`src/rtl/decodificador_alarme_if.sv`:
```
// Indicator bus between the alarm controller side and the status decoder.
//   led, sirene : indicator lines driven by the alarm controller
//   estado      : decoded controller state (00 standby, 01 alert, 10 triggered, 11 unknown)
//   valido      : estado holds a known state
//   mudou       : one-cycle pulse on each estado change
//   erro        : one-cycle pulse on a blink-encoding violation
interface decodificador_alarme_if;
    logic       led;
    logic       sirene;
    logic [1:0] estado;
    logic       valido;
    logic       mudou;
    logic       erro;

    modport master (output led, output sirene,
                    input  estado, input valido, input mudou, input erro);
    modport slave  (input  led, input sirene,
                    output estado, output valido, output mudou, output erro);
endinterface

```
`src/rtl/decodificador_alarme.sv`:
```
// Status decoder for the alarm panel indicators. Measures toggle intervals
// on led/sirene and recovers the alarm controller state.
// Ports:
//   clk   : system clock, rising edge
//   reset : asynchronous, active-low
//   bus   : decodificador_alarme_if.slave (led/sirene in; estado/valido/mudou/erro out)
//
// state        | meaning
// ST_STANDBY   | quiet line: led steady high, sirene low
// ST_ALERTA    | led blinking with ALERTA_HALF half-period
// ST_DISPARO   | led blinking with DISPARO_HALF half-period, siren active
// ST_INDET     | after reset or a stuck-level timeout
module decodificador_alarme #(
    parameter int ALERTA_HALF  = 4,
    parameter int DISPARO_HALF = 2,
    parameter int SIRENE_HALF  = 6,
    parameter int TOL          = 0,
    parameter int TIMEOUT      = 16
) (
    input  logic                  clk,
    input  logic                  reset,
    decodificador_alarme_if.slave bus
);
    localparam int CW = $clog2(TIMEOUT + 1);
    localparam logic [CW-1:0] CNT_MAX  = CW'(TIMEOUT);
    localparam logic [CW-1:0] CNT_LAST = CW'(TIMEOUT - 1);

    typedef enum logic [1:0] {
        ST_STANDBY = 2'b00,
        ST_ALERTA  = 2'b01,
        ST_DISPARO = 2'b10,
        ST_INDET   = 2'b11
    } estado_t;

    typedef enum logic [1:0] {
        CAND_NONE    = 2'b00,
        CAND_ALERTA  = 2'b01,
        CAND_DISPARO = 2'b10
    } cand_t;

    logic          led_s, sir_s, samp_v;
    logic          led_p, sir_p, prev_v;
    logic [CW-1:0] led_q, sir_q, led_q_nx, sir_q_nx;
    logic          led_meas, sir_meas, led_meas_nx, sir_meas_nx;
    logic          led_edge, sir_edge;
    cand_t         cand, cand_nx, cls;
    estado_t       st, st_nx, est_r;
    logic          err_b, err_nx;
    logic          val_r, mud_r, err_r;

    // Counters hold quiet cycles since the last edge, so the interval is q + 1.
    function automatic logic in_band(input logic [CW-1:0] q, input int center);
        int iv;
        iv = int'(q) + 1;
        return (iv >= center - TOL) && (iv <= center + TOL);
    endfunction

    // Input sample stage
    always_ff @(posedge clk or negedge reset) begin
        if (!reset) begin
            led_s  <= 1'b0;
            sir_s  <= 1'b0;
            samp_v <= 1'b0;
        end else begin
            led_s  <= bus.led;
            sir_s  <= bus.sirene;
            samp_v <= 1'b1;
        end
    end

    // Measurement / decode state register
    always_ff @(posedge clk or negedge reset) begin
        if (!reset) begin
            led_p    <= 1'b0;
            sir_p    <= 1'b0;
            prev_v   <= 1'b0;
            led_q    <= '0;
            sir_q    <= '0;
            led_meas <= 1'b0;
            sir_meas <= 1'b0;
            cand     <= CAND_NONE;
            st       <= ST_INDET;
            err_b    <= 1'b0;
        end else begin
            if (samp_v) begin
                led_p  <= led_s;
                sir_p  <= sir_s;
                prev_v <= 1'b1;
            end
            led_q    <= led_q_nx;
            sir_q    <= sir_q_nx;
            led_meas <= led_meas_nx;
            sir_meas <= sir_meas_nx;
            cand     <= cand_nx;
            st       <= st_nx;
            err_b    <= err_nx;
        end
    end

    // The first valid sample after reset only becomes the edge reference.
    assign led_edge = prev_v && (led_s != led_p);
    assign sir_edge = prev_v && (sir_s != sir_p);

    always_comb begin
        led_q_nx    = led_q;
        sir_q_nx    = sir_q;
        led_meas_nx = led_meas;
        sir_meas_nx = sir_meas;
        cand_nx     = cand;
        st_nx       = st;
        err_nx      = 1'b0;
        cls         = CAND_NONE;

        if (samp_v) begin
            if (led_edge) begin
                led_q_nx    = '0;
                led_meas_nx = 1'b1;
                if (led_meas) begin
                    if (in_band(led_q, DISPARO_HALF))
                        cls = CAND_DISPARO;
                    else if (in_band(led_q, ALERTA_HALF))
                        cls = CAND_ALERTA;

                    if (cls == CAND_NONE) begin
                        err_nx  = 1'b1;
                        cand_nx = CAND_NONE;
                    end else if (cls == cand) begin
                        st_nx = (cls == CAND_DISPARO) ? ST_DISPARO : ST_ALERTA;
                    end else begin
                        cand_nx = cls;
                    end
                end
            end else if (led_q != CNT_MAX) begin
                led_q_nx = led_q + CW'(1);
                // Fires once, on the quiet cycle that brings the counter to TIMEOUT.
                if (led_q == CNT_LAST) begin
                    led_meas_nx = 1'b0;
                    cand_nx     = CAND_NONE;
                    st_nx       = (led_s && !sir_s) ? ST_STANDBY : ST_INDET;
                end
            end

            // Siren checks use the state held before this cycle's led update.
            if (sir_edge) begin
                sir_q_nx    = '0;
                sir_meas_nx = 1'b1;
                if (st == ST_STANDBY || st == ST_ALERTA)
                    err_nx = 1'b1;
                if (sir_meas && !in_band(sir_q, SIRENE_HALF))
                    err_nx = 1'b1;
            end else if (sir_q != CNT_MAX) begin
                sir_q_nx = sir_q + CW'(1);
            end
        end
    end

    // Output register stage
    always_ff @(posedge clk or negedge reset) begin
        if (!reset) begin
            est_r <= ST_INDET;
            val_r <= 1'b0;
            mud_r <= 1'b0;
            err_r <= 1'b0;
        end else begin
            est_r <= st;
            val_r <= (st != ST_INDET);
            mud_r <= (st != est_r);
            err_r <= err_b;
        end
    end

    assign bus.estado = est_r;
    assign bus.valido = val_r;
    assign bus.mudou  = mud_r;
    assign bus.erro   = err_r;
endmodule

```
`src/flat_wrapper.sv`:
```
// flat-port wrapper written by rule: the top's interface ports become plain ports
module decodificador_alarme_flat 
#(
    parameter int ALERTA_HALF  = 4,
    parameter int DISPARO_HALF = 2,
    parameter int SIRENE_HALF  = 6,
    parameter int TOL          = 0,
    parameter int TIMEOUT      = 16
)
  (clk, reset, bus_led, bus_sirene, bus_estado, bus_valido, bus_mudou, bus_erro);
  decodificador_alarme_if bus_i ();
  input  logic clk;
  input  logic reset;
  input wire logic [$bits(bus_i.led)-1:0] bus_led;
  input wire logic [$bits(bus_i.sirene)-1:0] bus_sirene;
  output wire logic [$bits(bus_i.estado)-1:0] bus_estado;
  output wire logic [$bits(bus_i.valido)-1:0] bus_valido;
  output wire logic [$bits(bus_i.mudou)-1:0] bus_mudou;
  output wire logic [$bits(bus_i.erro)-1:0] bus_erro;
  assign bus_i.led = bus_led;
  assign bus_i.sirene = bus_sirene;
  assign bus_estado = bus_i.estado;
  assign bus_valido = bus_i.valido;
  assign bus_mudou = bus_i.mudou;
  assign bus_erro = bus_i.erro;
  decodificador_alarme #(.ALERTA_HALF(ALERTA_HALF), .DISPARO_HALF(DISPARO_HALF), .SIRENE_HALF(SIRENE_HALF), .TOL(TOL), .TIMEOUT(TIMEOUT)) u_core (.clk(clk), .reset(reset), .bus(bus_i));
endmodule
```
`config.mk`:
```
export PLATFORM = sky130hd
export DESIGN_NAME = decodificador_alarme_flat
export DESIGN_NICKNAME = d
export VERILOG_FILES = /design/src/rtl/decodificador_alarme_if.sv /design/src/rtl/decodificador_alarme.sv /design/src/flat_wrapper.sv
export SDC_FILE = /design/constraint.sdc
export NUM_CORES = 1
export LEC_CHECK = 0
export BUFFER_PORTS_ARGS = -buffer_cell sky130_fd_sc_hd__clkbuf_2
export CAP_MARGIN = 20
export CORE_MARGIN = 5
export CORE_UTILIZATION = 35
export DETAILED_ROUTE_END_ITERATION = 8
export GPL_TIMING_DRIVEN = 0
export SETUP_SLACK_MARGIN = 0.4
export SYNTH_ARGS = -nofsm -noshare
export SYNTH_HDL_FRONTEND = slang
export SYNTH_SLANG_ARGS = --single-unit
```
`constraint.sdc`:
```
create_clock -name clk -period 2.43 [get_ports clk]
set_input_delay 0.729 -clock clk [delete_from_list [all_inputs] [get_ports clk]]
set_output_delay 0.729 -clock clk [all_outputs]
set_load 0.05 [all_outputs]
```
### Word-level counts from Yosys, hierarchy flattened

Index checks and enable logic that the tools add are counted.
Widths: inputs -> output; s select.

* output and inout bits: 5
* flip-flop bits (word level): 28
* logic and storage cells: 95
* bits of input ports: 4

* $lt $le $gt $ge: 6
* reductions and logical operators: 21
* equal/unequal tests: 14
* mux-type cells: 33
* add/subtract/negate cells: 4

Operators by type and width (number)
* $ge 32x4->1 const B: 2
* $le 32x4->1 const B: 2
* $mux 2: 18
* $ge 32x3->1 const B: 1
* $le 32x3->1 const B: 1
* $mux 5: 4
* $add 5x1->6 const B: 2
* $mux 1: 11
* $add 5x1->5 const B: 2
* $ne 5x5->1 const B: 2
* $logic_and 1x1->1: 7
* $ne 2x2->1 const B: 3
* $reduce_and 2->1: 3
* $reduce_and 6->1: 1
* $reduce_bool 2->1: 3
* $eq 5x4->1 const B: 1
* $reduce_and 5->1: 1
* $logic_not 2->1: 2
* $ne 3x3->1 const B: 1
* $reduce_and 3->1: 1
* $eq 2x1->1 const B: 1
* $eq 2x2->1: 1
* $eq 2x2->1 const B: 1
* $logic_not 1->1: 2
* 4 further kinds: 5

### Longest topological paths before layout

Gate-level depths: netlist of run 1.

* depth after elaboration: 16
* gate-level depth with buffers: 8
* gate-level depth less buffers: 8

### Worst setup path after synthesis of run 1

No wires, ideal clock.

* path kind: reg-to-reg
* from: register u_core.led_q[0]
* to: register u_core.st[0]
* path buffers: 0
* arrival time: 2023 ps
* data required time: 2348 ps
* setup slack: 325 ps
* cell stages (with the launch flop): 9
* period minus slack after synthesis: 2105 ps
* setup time: 82 ps
* path through: dfrtp_1 ha_1 and3_1 ha_1 nand3b_1 mux2i_2 nand2_1 a21oi_2 mux2_4

* cells in the longest elaborated chain, start to end: 14
* elaborated cells on any way between the ends: 27
* classes of those cells: 1 x add/sub; 4 x order compare; 6 x eq/ne; 10 x mux; 6 x reduce/logical

Ends and longest elaborated chain
* start: declaration: line decodificador_alarme.sv:43 `logic [CW-1:0] led_q, sir_q, led_q_nx, sir_q_nx;`
* start signal: assignment: line decodificador_alarme.sv:90 `led_q <= led_q_nx;`
* $add 5x1->6: line decodificador_alarme.sv:54 `iv = int'(q) + 1;`
* $ge 32x4->1 or $le 32x4->1 (tied branches): line decodificador_alarme.sv:55 `return (iv >= center - TOL) && (iv <= center + TOL);`
* $logic_and 1x1->1: line decodificador_alarme.sv:55
* $mux 1: line decodificador_alarme.sv:121 `else if (in_band(led_q, ALERTA_HALF))`
* $mux 2: line decodificador_alarme.sv:119 `if (in_band(led_q, DISPARO_HALF))`
* $mux 2: line decodificador_alarme.sv:118 `if (led_meas) begin`
* $mux 2: line decodificador_alarme.sv:115 `if (led_edge) begin`
* $mux 2: line decodificador_alarme.sv:114 `if (samp_v) begin`
* $eq 2x2->1: line decodificador_alarme.sv:128 `st_nx = (cls == CAND_DISPARO) ? ST_DISPARO : ST_ALERTA;`
* $mux 2: line decodificador_alarme.sv:128
* $mux 2: line decodificador_alarme.sv:127 `end else if (cls == cand) begin`
* $mux 2: line decodificador_alarme.sv:124 `if (cls == CAND_NONE) begin`
* $mux 2: line decodificador_alarme.sv:118
* $mux 2: line decodificador_alarme.sv:115
* end signal: assignment: line decodificador_alarme.sv:95 `st <= st_nx;`
* end: declaration: line decodificador_alarme.sv:47 `estado_t st, st_nx, est_r;`

Several ways; a longest one is shown, not always the timed one. The select of a mux whose other input is x is not followed.
A chain may end at the register's enable or synchronous reset.

### Worst setup path in the final report of run 1

* from: register u_core.led_q[1]
* to: register u_core.st[0]

Same word-level chain as after synthesis.

==> results of run 1 <==
## path summary, 6_finish.rpt
| check | end | slack (ns) | depth (start not counted) |
|---|---|---|---|
| worst max register to register | u_core.st[0]$_DFFE_PN1P_ | 0.43 | 8 |
| worst min-delay path | u_core.bus.erro$_DFF_PN0_ | 0.36 | 0 |
| max in group asynchronous | u_core.led_q[0]$_DFFE_PN0P_ | 1.50 | 1 |
| worst min register to register | u_core.bus.erro$_DFF_PN0_ | 0.36 | 0 |
| worst max-delay path | u_core.st[0]$_DFFE_PN1P_ | 0.43 | 8 |
| min in group asynchronous | u_core.sir_q[4]$_DFFE_PN0P_ | 0.47 | 1 |
## synth_stat cells, types with 4 or more instances
library cell	count
nor2_1	4
dfstp_2	4
xnor2_1	4
nand3b_1	4
ha_1	7
dfrtp_1	24
o21ai_0	10
nand3_1	4
inv_1	10
and3_1	4
and2_1	5
nand2_1	12
## report_power, final
part / total, W / leakage [nW] / switching, W / internal (W)
clock network: 0.000363 / 0.0357 / 0.000143 / 0.000220
logic: 0.000474 / 0.351 / 0.000293 / 0.000181
registers: 0.000676 / 0.330 / 0.0000890 / 0.000587
## state kept, by name, indices dropped and copies added, names as in the netlist
| register | cells |
|---|---|
| u_core.led_q | 5 |
| u_core.sir_meas | 1 |
| u_core.sir_s | 1 |
| u_core.prev_v | 1 |
| u_core.bus.mudou | 1 |
| u_core.samp_v | 1 |
| u_core.cand | 2 |
| u_core.st | 2 |
| u_core.bus.estado | 2 |
| u_core.sir_q | 5 |
| u_core.bus.erro | 1 |
| u_core.err_b | 1 |
| u_core.led_s | 1 |
| u_core.led_p | 1 |
| u_core.bus.valido | 1 |
| u_core.led_meas | 1 |
| u_core.sir_p | 1 |
## logic make-up after synthesis
logic type               synth area share (%)
other                                   0.259
AND/OR/NAND/NOR                          18.3
adder cells (fa/ha/maj)                  6.04
buffers and inverters                    3.63
XOR/XNOR                                 3.63
AO/OA/AOI/OAI                            14.2
flip-flops                               48.7
multiplexers                             5.27
## through the flow
stage | util [%] | hold WS, ns | area (um^2) | total power (W)
floorplan | - | 0.331 | 1450 | 0.00103
global placement | 38.8 | 0.339 | 1550 | 0.00112
detailed placement | 38.8 | 0.340 | 1550 | 0.00114
CTS | 41.9 | 0.363 | 1680 | 0.00153
global route | 42.4 | 0.377 | 1700 | 0.00161
finish | 42.4 | 0.358 | 1700 | 0.00151
## area by class of cell
cell class	instances	area share (%)
Tap cell	50	3.68
Inverter	10	2.21
Timing Repair Buffer	12	4.13
Sequential cell	28	41.6
Clock buffer	3	2.43
Buffer	2	0.884
Multi-Input combinational cell	97	43.3
Clock inverter	1	1.77
## timing repair
item                                    in CTS  in global routing
setup buffers                                3                  1
cloned                                       0                  0
pin swaps                                    4                  4
resized for setup                            4                  2
hold buffers                                 0                  0
endpoints found under the setup margin       2                  2
## layer usage
layer / wire [um] / part of all wire [%]
met4: 19 / 0.71
met1: 1220 / 45
met2: 1360 / 51
met3: 94 / 3.5
met5: 0 / 0
==> metrics.txt, run 1 <==
Ys Warns=0; Final WS setup=0.425 ns; Worst Path Buf+Inv=0; Critical path origin=u_core.led_q[1]$_DFFE_PN0P_; critical path, cell by cell=ha_4, and3_4, ha_4, nand3b_1, mux2i_4, nand2_1, a21oi_2, mux2_4; Crit path top cell by count=ha_4; share of post-route cells with drive strength above 1=23.5%; post-synth top area share=41.5%; DIE AREA=5530 um^2; share of flip-flops with an asynchronous set or reset=100%; Setup-failing EPs final=0; Place WS=0.203 ns; M3 GR Usage=3.11%; fin cells=203; Slew headroom=55.6%; Avg Inst Size Synth=10.6 um^2; WS Path Type=register to register; CP Max Fanout=4; worst hold path type=register to register; total power divided by cell area=891 nW/um^2; Most used DFF post-synth=dfrtp_1; cell area after synthesis=1450 um^2; EDFF count, synth=0; Die Y=74.3 um; Worst Hold Launch=u_core.err_b$_DFF_PN0_; multi-input logic area=734 um^2; drt via density=5.04; core area=4000 um^2; Crit path arrival time=2.21 ns; Critical R2R Launch=u_core.led_q[1]$_DFFE_PN0P_; CTS sink cnt=28; Synth area leaders=dfrtp_1 41%, dfstp_2 7.3%, ha_1 6.0%, o21ai_0 3.5%, nand2_1 3.1%; Final period util=82.5%; met2 GRT Util=19.6%; Routed WL=2690 um; RSZ-0062 raised after global routing=true; vias post-DR=1,023; Seq. cell area=707 um^2; final hold violations=0; Setup TNS=0 ns; placed cells=195; Crit. End Element=register; drt initial violations=24; Final nets=165; CP max stage cell=dfrtp_1; Leakage=0.717 nW; pin count of the biggest net entering global routing=29; global-route wire length before repair=4710 um; Worst-path clk slew=0.09 ns; n_diodes=0; Global Route Usage Sum=11.2%; Tmin final=2.00 ns; Yosys reg bits=28; Cells after Synth=137; initial antenna violation count=0; sequential area share after synthesis=48.7%; clk root buf=clkbuf_8; Yosys top cell by area=dfrtp_1; status=finished clean; row cnt=23; post-synth cell types=42; CTS max path bufs=2; placer's final routability congestion estimate=0.829; GRT busiest layer=met2; initial core utilization=36.2%; CTS Buf Count=3; fin. max-slew vios=0; Fmax=499 MHz; max cap viols=0; slowest stage delay, CP=0.43 ns; Final HPWL DP=1930 um; Top Ports=9; worst vdd ir=362 uV; Pre-Repair DR Iteration Count=4; filler cell count=400; IO Port Bufs=8; die width=74.3 um; gr ovfl total=0; worst skew pair latency=0.27 ns; Synth Net Count=148; met1 usage=13.1%; Post-route DRC=0; commonest non-fill, non-tap cell in the layout=dfrtp_1; cell family with most CP delay=multiplexers; Crit path required time=2.64 ns; vias in the first global route=1,061; type of origin of the critical path=register; mean routed wirelength per cell=13.3 um; Detail Route Antenna Nets=0; Worst-Margin Slew=0.665 ns; CTS tree=yes; final clock skew=0.00418 ns; H-tree depth=1; Syn-to-layout area delta=17.2%; most frequent cells in the layout=23 x dfrtp_1, 12 x nand2_1, 10 x o21ai_0, 10 x inv_1, 8 x clkbuf_2
Power figures use the tool's default switching activity.
==> run 2, diff against run 1 <==
==> constraint.sdc (replaced) <==
create_clock -name clk -period 1.75 [get_ports clk]
set_input_delay 0.525 -clock clk [delete_from_list [all_inputs] [get_ports clk]]
set_output_delay 0.525 -clock clk [all_outputs]
set_load 0.05 [all_outputs]
==> run 2 against run 1 <==
The run now ends with setup timing left. First-iteration DRC count fell by 13%. Clock skew shrank 0.0020 ns. Highest routed layer unchanged. Critical path depth up 1. Clock power increased by 8.5%. Count of clock-buffer cells in the layout grew 1. Register-to-register slack got worse by 0.68 ns. Sequential power grew 43%.
==> metrics.txt, run 2 (synthesis results as in run 1) <==
die width=74.3 um (unchanged); Crit. End Element=register; Pre-Repair DR Iteration Count=4 (unchanged); CTS max path bufs=2 (unchanged); share of post-route cells with drive strength above 1=35.6% (+12 points); clk root buf=clkbuf_8; Worst-Margin Slew=0.684 ns (+0.0186 ns); worst hold path type=input pin to asynchronous set/reset pin; Crit path required time=1.96 ns (-0.68 ns); worst reg2reg setup slack=-0.26 ns (-0.68 ns); total power divided by cell area=1220 nW/um^2 (+36%); Critical path origin=u_core.led_q[0]$_DFFE_PN0P_; RSZ-0062 raised after global routing=true; drt via density=5.16 (+2.4%); placed cells=195 (unchanged); metal3 WL=115 um (+22%); Critical R2R Launch=u_core.led_q[0]$_DFFE_PN0P_; mean routed wirelength per cell=13.6 um (+2.7%); DIE AREA=5530 um^2 (unchanged); status=finished, violations left; pin count of the biggest net entering global routing=29 (unchanged); filler cell count=391 (-2.3%); vias in the first global route=1,160 (+9.3%); final clock skew=0.00215 ns (-0.00203 ns); Power Total=0.00225 W (+49%); Leakage=0.783 nW (+9.2%); Slew headroom=54.4% (-1.2 points); Tmin final=2.01 ns (+0.00333 ns); initial core utilization=36.2% (unchanged); slowest stage delay, CP=0.44 ns (about the same); Crit path arrival time=2.22 ns (about the same); Global Route Usage Sum=11.5% (+0.37 points); worst vdd ir=398 uV (+10%); CP Max Fanout=3 (-1); failing checks=setup timing; Syn-to-layout area delta=27.9%; Final nets=172 (+4.2%); placer's final routability congestion estimate=0.847 (+2.1%); CTS sink cnt=28 (unchanged); top routing layer used=met4; gr ovfl total=0 (unchanged); core area=4000 um^2 (unchanged); met2 WL=1500 um (+9.8%); Die Y=74.3 um (unchanged); CTS Buf Count=3 (unchanged); Post-route DRC=0 (unchanged); Setup-failing EPs final=5 (+5); Final HPWL DP=2030 um (+4.8%); H-tree depth=1 (unchanged); hold buffer count at CTS=0 (unchanged); M1 WL=1210 um (-0.82%); Detail Route Antenna Nets=0 (unchanged); worst skew pair latency=0.27 ns (about the same); most frequent cells in the layout=22 x dfrtp_1, 11 x nand2_1, 9 x buf_4; Final WS setup=-0.258 ns (-0.683 ns); type of origin of the critical path=register; CTS tree=yes; critical path, cell by cell=ha_4, and3_4, ha_4, nand3b_1, mux2i_2, buf_4, and3_4, nor2_2, mux2_4; drt initial violations=21 (-13%); fin cells=210 (+3.4%); IO Port Bufs=8 (unchanged); Top Ports=9 (unchanged); vias post-DR=1,084 (+6.0%); commonest non-fill, non-tap cell in the layout=dfrtp_1; WS Path Type=register to register; Routed WL=2860 um (+6.2%); final hold violations=0 (unchanged); n_diodes=0 (unchanged); Final period util=115% (+32 points); Worst-path clk slew=0.09 ns (about the same); fin. max-slew vios=0 (unchanged); row cnt=23 (unchanged); max cap viols=0 (unchanged); initial antenna violation count=0 (unchanged); CP max stage cell=dfrtp_2; global-route wire length before repair=5010 um (+6.3%); biggest regs=u_core.led_q x5, u_core.sir_q x5; Fmax=498 MHz (-0.17%)
-- run 2: area by class of cell --
cell class	instances	area (um^2)	area share, %
buffer	2	16.3	0.878
tap	50	62.6	3.38
multi-input combinational	97	773	41.7
clock buffer	4	55.1	2.97
timing repair buffer	19	200	10.8
sequential	28	708	38.2
inverter	10	37.5	2.03
-- run 2: per-layer routing --
layer | global-route usage [%] | up-vias
met5 | 0 | -
met4 | 3.16 | 0
met3 | 3.11 | 4
met2 | 21.7 | 15
met1 | 12.7 | 542
li1 | - | 523
-- run 2: final timing paths --
check,cells past startpoint,to
setup / recovery,9,u_core.st[0]$_DFFE_PN1P_
hold / removal,1,u_core.sir_q[4]$_DFFE_PN0P_
setup reg to reg,9,u_core.st[0]$_DFFE_PN1P_
hold reg to reg,0,u_core.bus.erro$_DFF_PN0_
max in group asynchronous,1,u_core.led_q[0]$_DFFE_PN0P_
min in group clk,1,u_core.sir_s$_DFF_PN0_
-- run 2: through the flow --
step / cell area, um^2 / hold slack, ns / worst slack, ns / TNS (ns) / util [%]
finish: 1850 / 0.272 / -0.258 / -0.948 / 46.3
global route: 1850 / 0.332 / -0.329 / -1.36 / 46.3
CTS: 1780 / 0.304 / -0.251 / -0.914 / 44.4
detailed placement: 1560 / 0.340 / -0.464 / -1.51 / 38.9
global placement: 1560 / 0.338 / -0.428 / -1.36 / 38.9
floorplan: 1450 / 0.229 / -0.277 / -0.570 / -
-- run 2: where the power goes --
group	internal (W)	total, W	switching (W)	leakage [nW]
Combinational	0.000458	0.000895	0.000436	0.426
Sequential	0.000817	0.000964	0.000147	0.329
Clock	0.000201	0.000394	0.000193	0.0288
Total	0.00148	0.00225	0.000775	0.783
-- run 2: critical path, delay by kind of cell (launching register included) --
| kind | cells | cell delay (ns) |
|---|---|---|
| DFF | 1 | 0.44 |
| buffers and inverters | 1 | 0.15 |
| and+or+nand+nor | 4 | 0.47 |
| adders and majority gates | 2 | 0.43 |
| muxes | 2 | 0.46 |
-- run 2: repair_timing --
action	in CTS	in global routing
pin swaps	8	7
endpoints found under the setup margin	21	23
endpoints found under the hold margin	0	0
buffers inserted	7	4
resized for setup	23	19
gates cloned	0	0
